==> config.mk <==
export PLATFORM = sky130hd
export DESIGN_NAME = fc_input_collector_flat
export DESIGN_NICKNAME = d
export VERILOG_FILES = /design/src/rtl/fc_input_collector_if.sv /design/src/rtl/fc_input_collector.sv /design/src/flat_wrapper.sv
export SDC_FILE = /design/constraint.sdc
export NUM_CORES = 2
export LEC_CHECK = 0
export ABC_CLOCK_PERIOD_IN_PS = 3300
export BUFFER_PORTS_ARGS = -buffer_cell sky130_fd_sc_hd__buf_2
export CAP_MARGIN = 0
export CORE_MARGIN = 2
export CORE_UTILIZATION = 24
export DETAILED_ROUTE_END_ITERATION = 7
export GPL_ROUTABILITY_DRIVEN = 0
export PLACE_DENSITY_LB_ADDON = 0.3
export SLEW_MARGIN = 15
export SYNTH_ARGS = -nofsm -noshare
export SYNTH_HDL_FRONTEND = slang
export SYNTH_SLANG_ARGS = --single-unit
==> constraint.sdc <==
create_clock -name clk -period 3.3 [get_ports clk]
set_clock_uncertainty 0.15 [all_clocks]
set_input_delay 0.33 -clock clk [delete_from_list [all_inputs] [get_ports clk]]
set_output_delay 0.33 -clock clk [all_outputs]
set_load 0.1 [all_outputs]
==> src/rtl/fc_input_collector_if.sv <==
// Stream-in / frame-out handshake bundle for the fully-connected layer input collector.
// The slave modport is the collector; the master modport is the upstream source plus the layer consumer.
interface fc_input_collector_if #(
    parameter int WIDTH = 8,
    parameter int IN    = 128
);
    logic                    s_valid;
    logic                    s_ready;
    logic signed [WIDTH-1:0] s_data;
    logic                    s_last;
    logic signed [WIDTH-1:0] x [0:IN-1];
    logic                    x_valid;
    logic                    x_ready;

    modport master (
        output s_valid, s_data, s_last, x_ready,
        input  s_ready, x, x_valid
    );

    modport slave (
        input  s_valid, s_data, s_last, x_ready,
        output s_ready, x, x_valid
    );
endinterface

==> src/rtl/fc_input_collector.sv <==
// Ping-pong frame assembler: packs IN streamed activations into a parallel vector for the layer.
// One bank fills from the stream while the other is presented on x until the layer consumes it.
module fc_input_collector #(
    parameter int WIDTH = 8,
    parameter int IN    = 128
) (
    input  logic                clk,
    input  logic                rst,
    fc_input_collector_if.slave bus,
    output logic                len_err,
    output logic [15:0]         frame_cnt
);
    localparam int               IDX_W      = (IN > 1) ? $clog2(IN) : 1;
    localparam logic [IDX_W-1:0] LAST_IDX   = IDX_W'(IN - 1);
    localparam logic [0:0]       BANK_EMPTY = 1'b0;
    localparam logic [0:0]       BANK_FULL  = 1'b1;

    logic [IN-1:0][WIDTH-1:0] bank    [2];
    logic [0:0]               bank_st [2];
    logic                     wr_bank;
    logic                     rd_bank;
    logic [IDX_W-1:0]         wr_idx;
    logic                     accept;
    logic                     rel;
    logic                     close;
    logic                     frame_err;

    // The write bank is never FULL while accepting, so a close and a release never hit the same bank.
    assign bus.s_ready = (bank_st[wr_bank] != BANK_FULL);
    assign bus.x_valid = (bank_st[rd_bank] == BANK_FULL);
    assign accept      = bus.s_valid && bus.s_ready;
    assign rel         = bus.x_valid && bus.x_ready;
    assign close       = accept && (bus.s_last || (wr_idx == LAST_IDX));
    // A length error is any close where s_last disagrees with the frame position.
    assign frame_err   = close && (bus.s_last != (wr_idx == LAST_IDX));

    for (genvar i = 0; i < IN; i++) begin : g_x
        assign bus.x[i] = bank[rd_bank][i];
    end

    always_ff @(posedge clk) begin
        if (rst) begin
            // NOTE: the bank storage is reset, not just flagged empty, because unwritten entries of a short frame must read as 0.
            bank[0]    <= '0;
            bank[1]    <= '0;
            bank_st[0] <= BANK_EMPTY;
            bank_st[1] <= BANK_EMPTY;
            wr_bank    <= 1'b0;
            rd_bank    <= 1'b0;
            wr_idx     <= '0;
            len_err    <= 1'b0;
            frame_cnt  <= '0;
        end else begin
            if (accept) begin
                bank[wr_bank][wr_idx] <= bus.s_data;
                if (close) begin
                    bank_st[wr_bank] <= BANK_FULL;
                    wr_bank          <= ~wr_bank;
                    wr_idx           <= '0;
                end else begin
                    wr_idx <= wr_idx + IDX_W'(1);
                end
            end
            if (frame_err) begin
                len_err <= 1'b1;
            end
            // Clearing on release keeps the zero-fill guarantee for the next short frame in this bank.
            if (rel) begin
                bank[rd_bank]    <= '0;
                bank_st[rd_bank] <= BANK_EMPTY;
                rd_bank          <= ~rd_bank;
                frame_cnt        <= frame_cnt + 16'd1;
            end
        end
    end
endmodule

==> src/flat_wrapper.sv <==
// flat-port wrapper written by rule: the top's interface ports become plain ports
module fc_input_collector_flat 
#(
    parameter int WIDTH = 8,
    parameter int IN    = 128
)
  (clk, rst, len_err, frame_cnt, bus_s_valid, bus_s_data, bus_s_last, bus_x_ready, bus_s_ready, bus_x, bus_x_valid);
  fc_input_collector_if #(.WIDTH(WIDTH), .IN(IN)) bus_i ();
  input  logic clk;
  input  logic rst;
  output logic len_err;
  output logic [15:0] frame_cnt;
  input wire logic [$bits(bus_i.s_valid)-1:0] bus_s_valid;
  input wire logic [$bits(bus_i.s_data)-1:0] bus_s_data;
  input wire logic [$bits(bus_i.s_last)-1:0] bus_s_last;
  input wire logic [$bits(bus_i.x_ready)-1:0] bus_x_ready;
  output wire logic [$bits(bus_i.s_ready)-1:0] bus_s_ready;
  output wire logic [$bits(bus_i.x)-1:0] bus_x;
  output wire logic [$bits(bus_i.x_valid)-1:0] bus_x_valid;
  assign bus_i.s_valid = bus_s_valid;
  assign bus_i.s_data = bus_s_data;
  assign bus_i.s_last = bus_s_last;
  assign bus_i.x_ready = bus_x_ready;
  assign bus_s_ready = bus_i.s_ready;
  assign bus_x = {>>{bus_i.x}};
  assign bus_x_valid = bus_i.x_valid;
  fc_input_collector #(.WIDTH(WIDTH), .IN(IN)) u_core (.clk(clk), .rst(rst), .bus(bus_i), .len_err(len_err), .frame_cnt(frame_cnt));
endmodule
==> metrics <==
final setup vio count=1; top-count cell post-synth=dfxtp_1; CTS tree=built; core area=359000 um^2; HPWL Detailed=265 mm; ys async rst share=0%; Ports=1056; chip width=605 um; Synth Flop Type=dfxtp_1; Tot GR Track Use=21.6%; Initial DRT Pass Iterations=6; Final WS setup=-0.0122 ns; Avg WL per Cell=29.1 um; worst hold margin=0.280 ns; YS warnings=0; share of total power in sequential cells=44.8%; switching pwr=14.3 mW; first-pass GRT wire length=582 mm; CTS Sinks=2078; met1 wire length=177 mm; Clock Power Share=48.7%; Switching Share=25.5%; Root Buffer Master=clkbuf_16; Post-Syn Area=86700 um^2; failing checks=negative setup slack; max-cap violations=0; CP Launch Type=register; via count=76800; Synth Register Bits=2078; Hold Startpoint=bus_s_data[5]; Die Y=605 um; Final Hold Vio Count=0; WL met3=21.8 mm; fin crit share=100%; Num CTS Buffers=236; combinational share of power=6.5%; clock slew at reported path FFs=0.07 ns; CP max FO=61; nets=9396; Clk Latency, worst-skew pair=0.92 ns; Cells after Synth=8880; final wirelength=417 mm; pwr dens=519 nW/um^2; vias in the first global route=73800; Routed met2 length=193 mm; die footprint=366000 um^2; Commonest cells post-synth=2078 x dfxtp_1, 1824 x o211ai_1, 1634 x o21ai_0; CP arrival=2.83 ns; worst path cell trace=buf_12 -> bufbuf_16 -> mux2_2 -> buf_2; Fmax achieved=302 MHz; R2R Path End=u_core.bank[0][99]$_SDFFE_PP0P_; status=finished with violations; via density per instance=5.35; Pint=41.8 mW; Buffers on Ports=1055; Initial Util=24.1%; Peak VDD IR=0.500 mV; 1st-iter DRT viols=7523; CTS H-tree lvls=4; RSZ-0062 raised after global routing=true; fin util=30.1%; Yosys top cell by area=dfxtp_1; Slowest-stage cell, CP=bufbuf_16; Synth area leaders=dfxtp_1 48%, o211ai_1 16%, mux2_2 13%, o21ai_0 9.4%, clkbuf_1 3.7%; WP data required=2.82 ns; initial antenna violation count=26; DRC=0; Tightest Hold Check Type=in2reg; number of antenna-violating nets in the routed design=0; worst-margin pin slew=1.05 ns; max incr delay on CP=0.49 ns; leak pwr=41.5 nW; Post-Place Setup Slack=0.285 ns; Core Rows=220; worst rel slew slack=30.2%; fin crit period=3.31 ns; worst r2r path cells=8; Max Slew Vio Count=0; Seq/Total Area, Yosys=48.0%; Synth-to-Final Area Change=24.8%; Worst Setup EP=bus_x[57]; largest net degree at the start of global routing=129; CTS Buffer Depth=4; Crit. End Element=output port; Avg Inst Size Synth=9.76 um^2; number of synthesized flops with an enable pin=0; top layer in use=met4; R2R setup slack=0.33 ns; Crit Path Category=reg2out; GRT overflow=0; number of distinct library cells after synthesis=49; share of the synthesized area in the top cell type=48.0%; layout cells sized above 1=31.4%; Post-Syn Nets=8896
worst min-delay path by stage:
stage                                             end  slack (ns)  depth (start not counted)
finish               u_core.bank[1][893]$_SDFFE_PP0P_        0.28                          4
global route         u_core.bank[1][893]$_SDFFE_PP0P_        0.25                          4
CTS                  u_core.frame_cnt[1]$_SDFFE_PP0P_        0.18                          4
detailed placement   u_core.bank[1][659]$_SDFFE_PP0P_        0.30                          2
global placement    u_core.bank[0][1013]$_SDFFE_PP0P_        0.29                          2
floorplan            u_core.bank[1][280]$_SDFFE_PP0P_        0.29                          2
area by class of cell:
type / count / area (um^2)
Antenna cell: 16 / 40.0
Inverter: 7 / 27.5
Sequential cell: 2078 / 41600
Fill cell: 37400 / 251000
Multi-Input combinational cell: 5631 / 40900
Clock buffer: 346 / 6940
Tap cell: 4773 / 5970
Timing Repair Buffer: 1426 / 11700
Clock inverter: 75 / 1030
power by group through the flow:
stage          Clock, mW  Combinational (mW)  Sequential, mW
5_1_grt             28.8                3.71            25.1
3_5_place_dp           0                3.38            25.7
6_report            27.3                3.62            25.1
4_1_cts             27.8                3.58            25.1
2_1_floorplan          0                1.73            25.7
3_3_place_gp           0                3.38            25.7
routing by layer:
layer | GRT usage [%] | vias to the layer above
li1 | - | 34100
met4 | 11.7 | 0
met3 | 2.70 | 671
met2 | 34.9 | 2945
met1 | 28.1 | 39100
met5 | 0 | -
metrics by stage:
stage	cell area (um^2)	total power [mW]	TNS, ns	cells
2_1_floorplan	86700	27.4	0	8880
3_3_place_gp	97800	29.1	0	13900
3_5_place_dp	97800	29.1	0	13900
4_1_cts	108000	56.5	-17.63	14300
5_1_grt	108000	57.7	-10.44	14300
6_report	108000	56.1	-0.0122	14400
logic make-up (layout without fill, tap and decap cells):
kind of cell             Yosys count  in the layout  synth area share, %
other                              0             16                    0
AO/OA/AOI/OAI                   3678           3678                 26.5
multiplexers                    1253           1253                 16.0
AND/OR/NAND/NOR                  681            681                 3.93
buffers and inverters           1171           1854                 5.41
XOR/XNOR                          16             16                0.162
flip-flops                      2078           2078                 48.0
adder cells (fa/ha/maj)            3              3               0.0433
registers in the layout, summed over array words and instances (netlist names), named ones only:
name / count
u_core.bank: 2048
u_core.frame_cnt: 16
u_core.wr_idx: 7
u_core.bank_st: 2
u_core.len_err: 1
u_core.rd_bank: 1
u_core.wr_bank: 1
critical path, delay by kind of cell, from the launching register on:
family / cells / cell delay, ns
mux: 1 / 0.43
buf+inv: 3 / 1.00
flops: 1 / 0.39
what timing repair did:
action,4_1_cts,5_1_grt
buffers inserted,13,1
endpoints found under the setup margin,911,416
pin swaps,0,0
hold buffers,12,0
cloned,16,3
resized for setup,443,190
hold endpoints to repair,624,0
cells in the final DEF (no fill, tap or decap), types with 7 or more instances in the layout:
| cell | synthesis | layout |
|---|---|---|
| o211ai_1 | 1824 | 1824 |
| o21ai_1 | 209 | 193 |
| nor3_1 | 12 | 8 |
| bufbuf_16 | 0 | 9 |
| xor2_1 | 7 | 7 |
| buf_4 | 6 | 612 |
| clkbuf_8 | 0 | 58 |
| clkbuf_16 | 0 | 241 |
| mux2i_1 | 224 | 224 |
| nor4_4 | 2 | 7 |
| buf_2 | 215 | 558 |
| buf_12 | 0 | 119 |
| clkbuf_4 | 0 | 38 |
| nor2_1 | 33 | 30 |
| buf_6 | 0 | 53 |
| nor2b_1 | 16 | 16 |
| mux2_2 | 1028 | 1024 |
| or2_2 | 113 | 113 |
| nand3_2 | 0 | 9 |
| o21ai_0 | 1634 | 1634 |
| buf_16 | 0 | 19 |
| diode_2 | 0 | 16 |
| dfxtp_1 | 2078 | 2074 |
| nand2_2 | 1 | 21 |
| dlygate4sd3_1 | 0 | 12 |
| nand2_1 | 351 | 330 |
| or2_1 | 11 | 11 |
| or2_0 | 37 | 37 |
| o21ai_4 | 0 | 16 |
| nand4_1 | 38 | 38 |
| clkbuf_1 | 852 | 50 |
| bufinv_16 | 0 | 16 |
| a21oi_1 | 7 | 7 |
| nand3_1 | 23 | 11 |
| clkinv_16 | 0 | 7 |
| clkinv_2 | 1 | 39 |
| xnor2_1 | 9 | 9 |
Power figures use the tool's default switching activity.
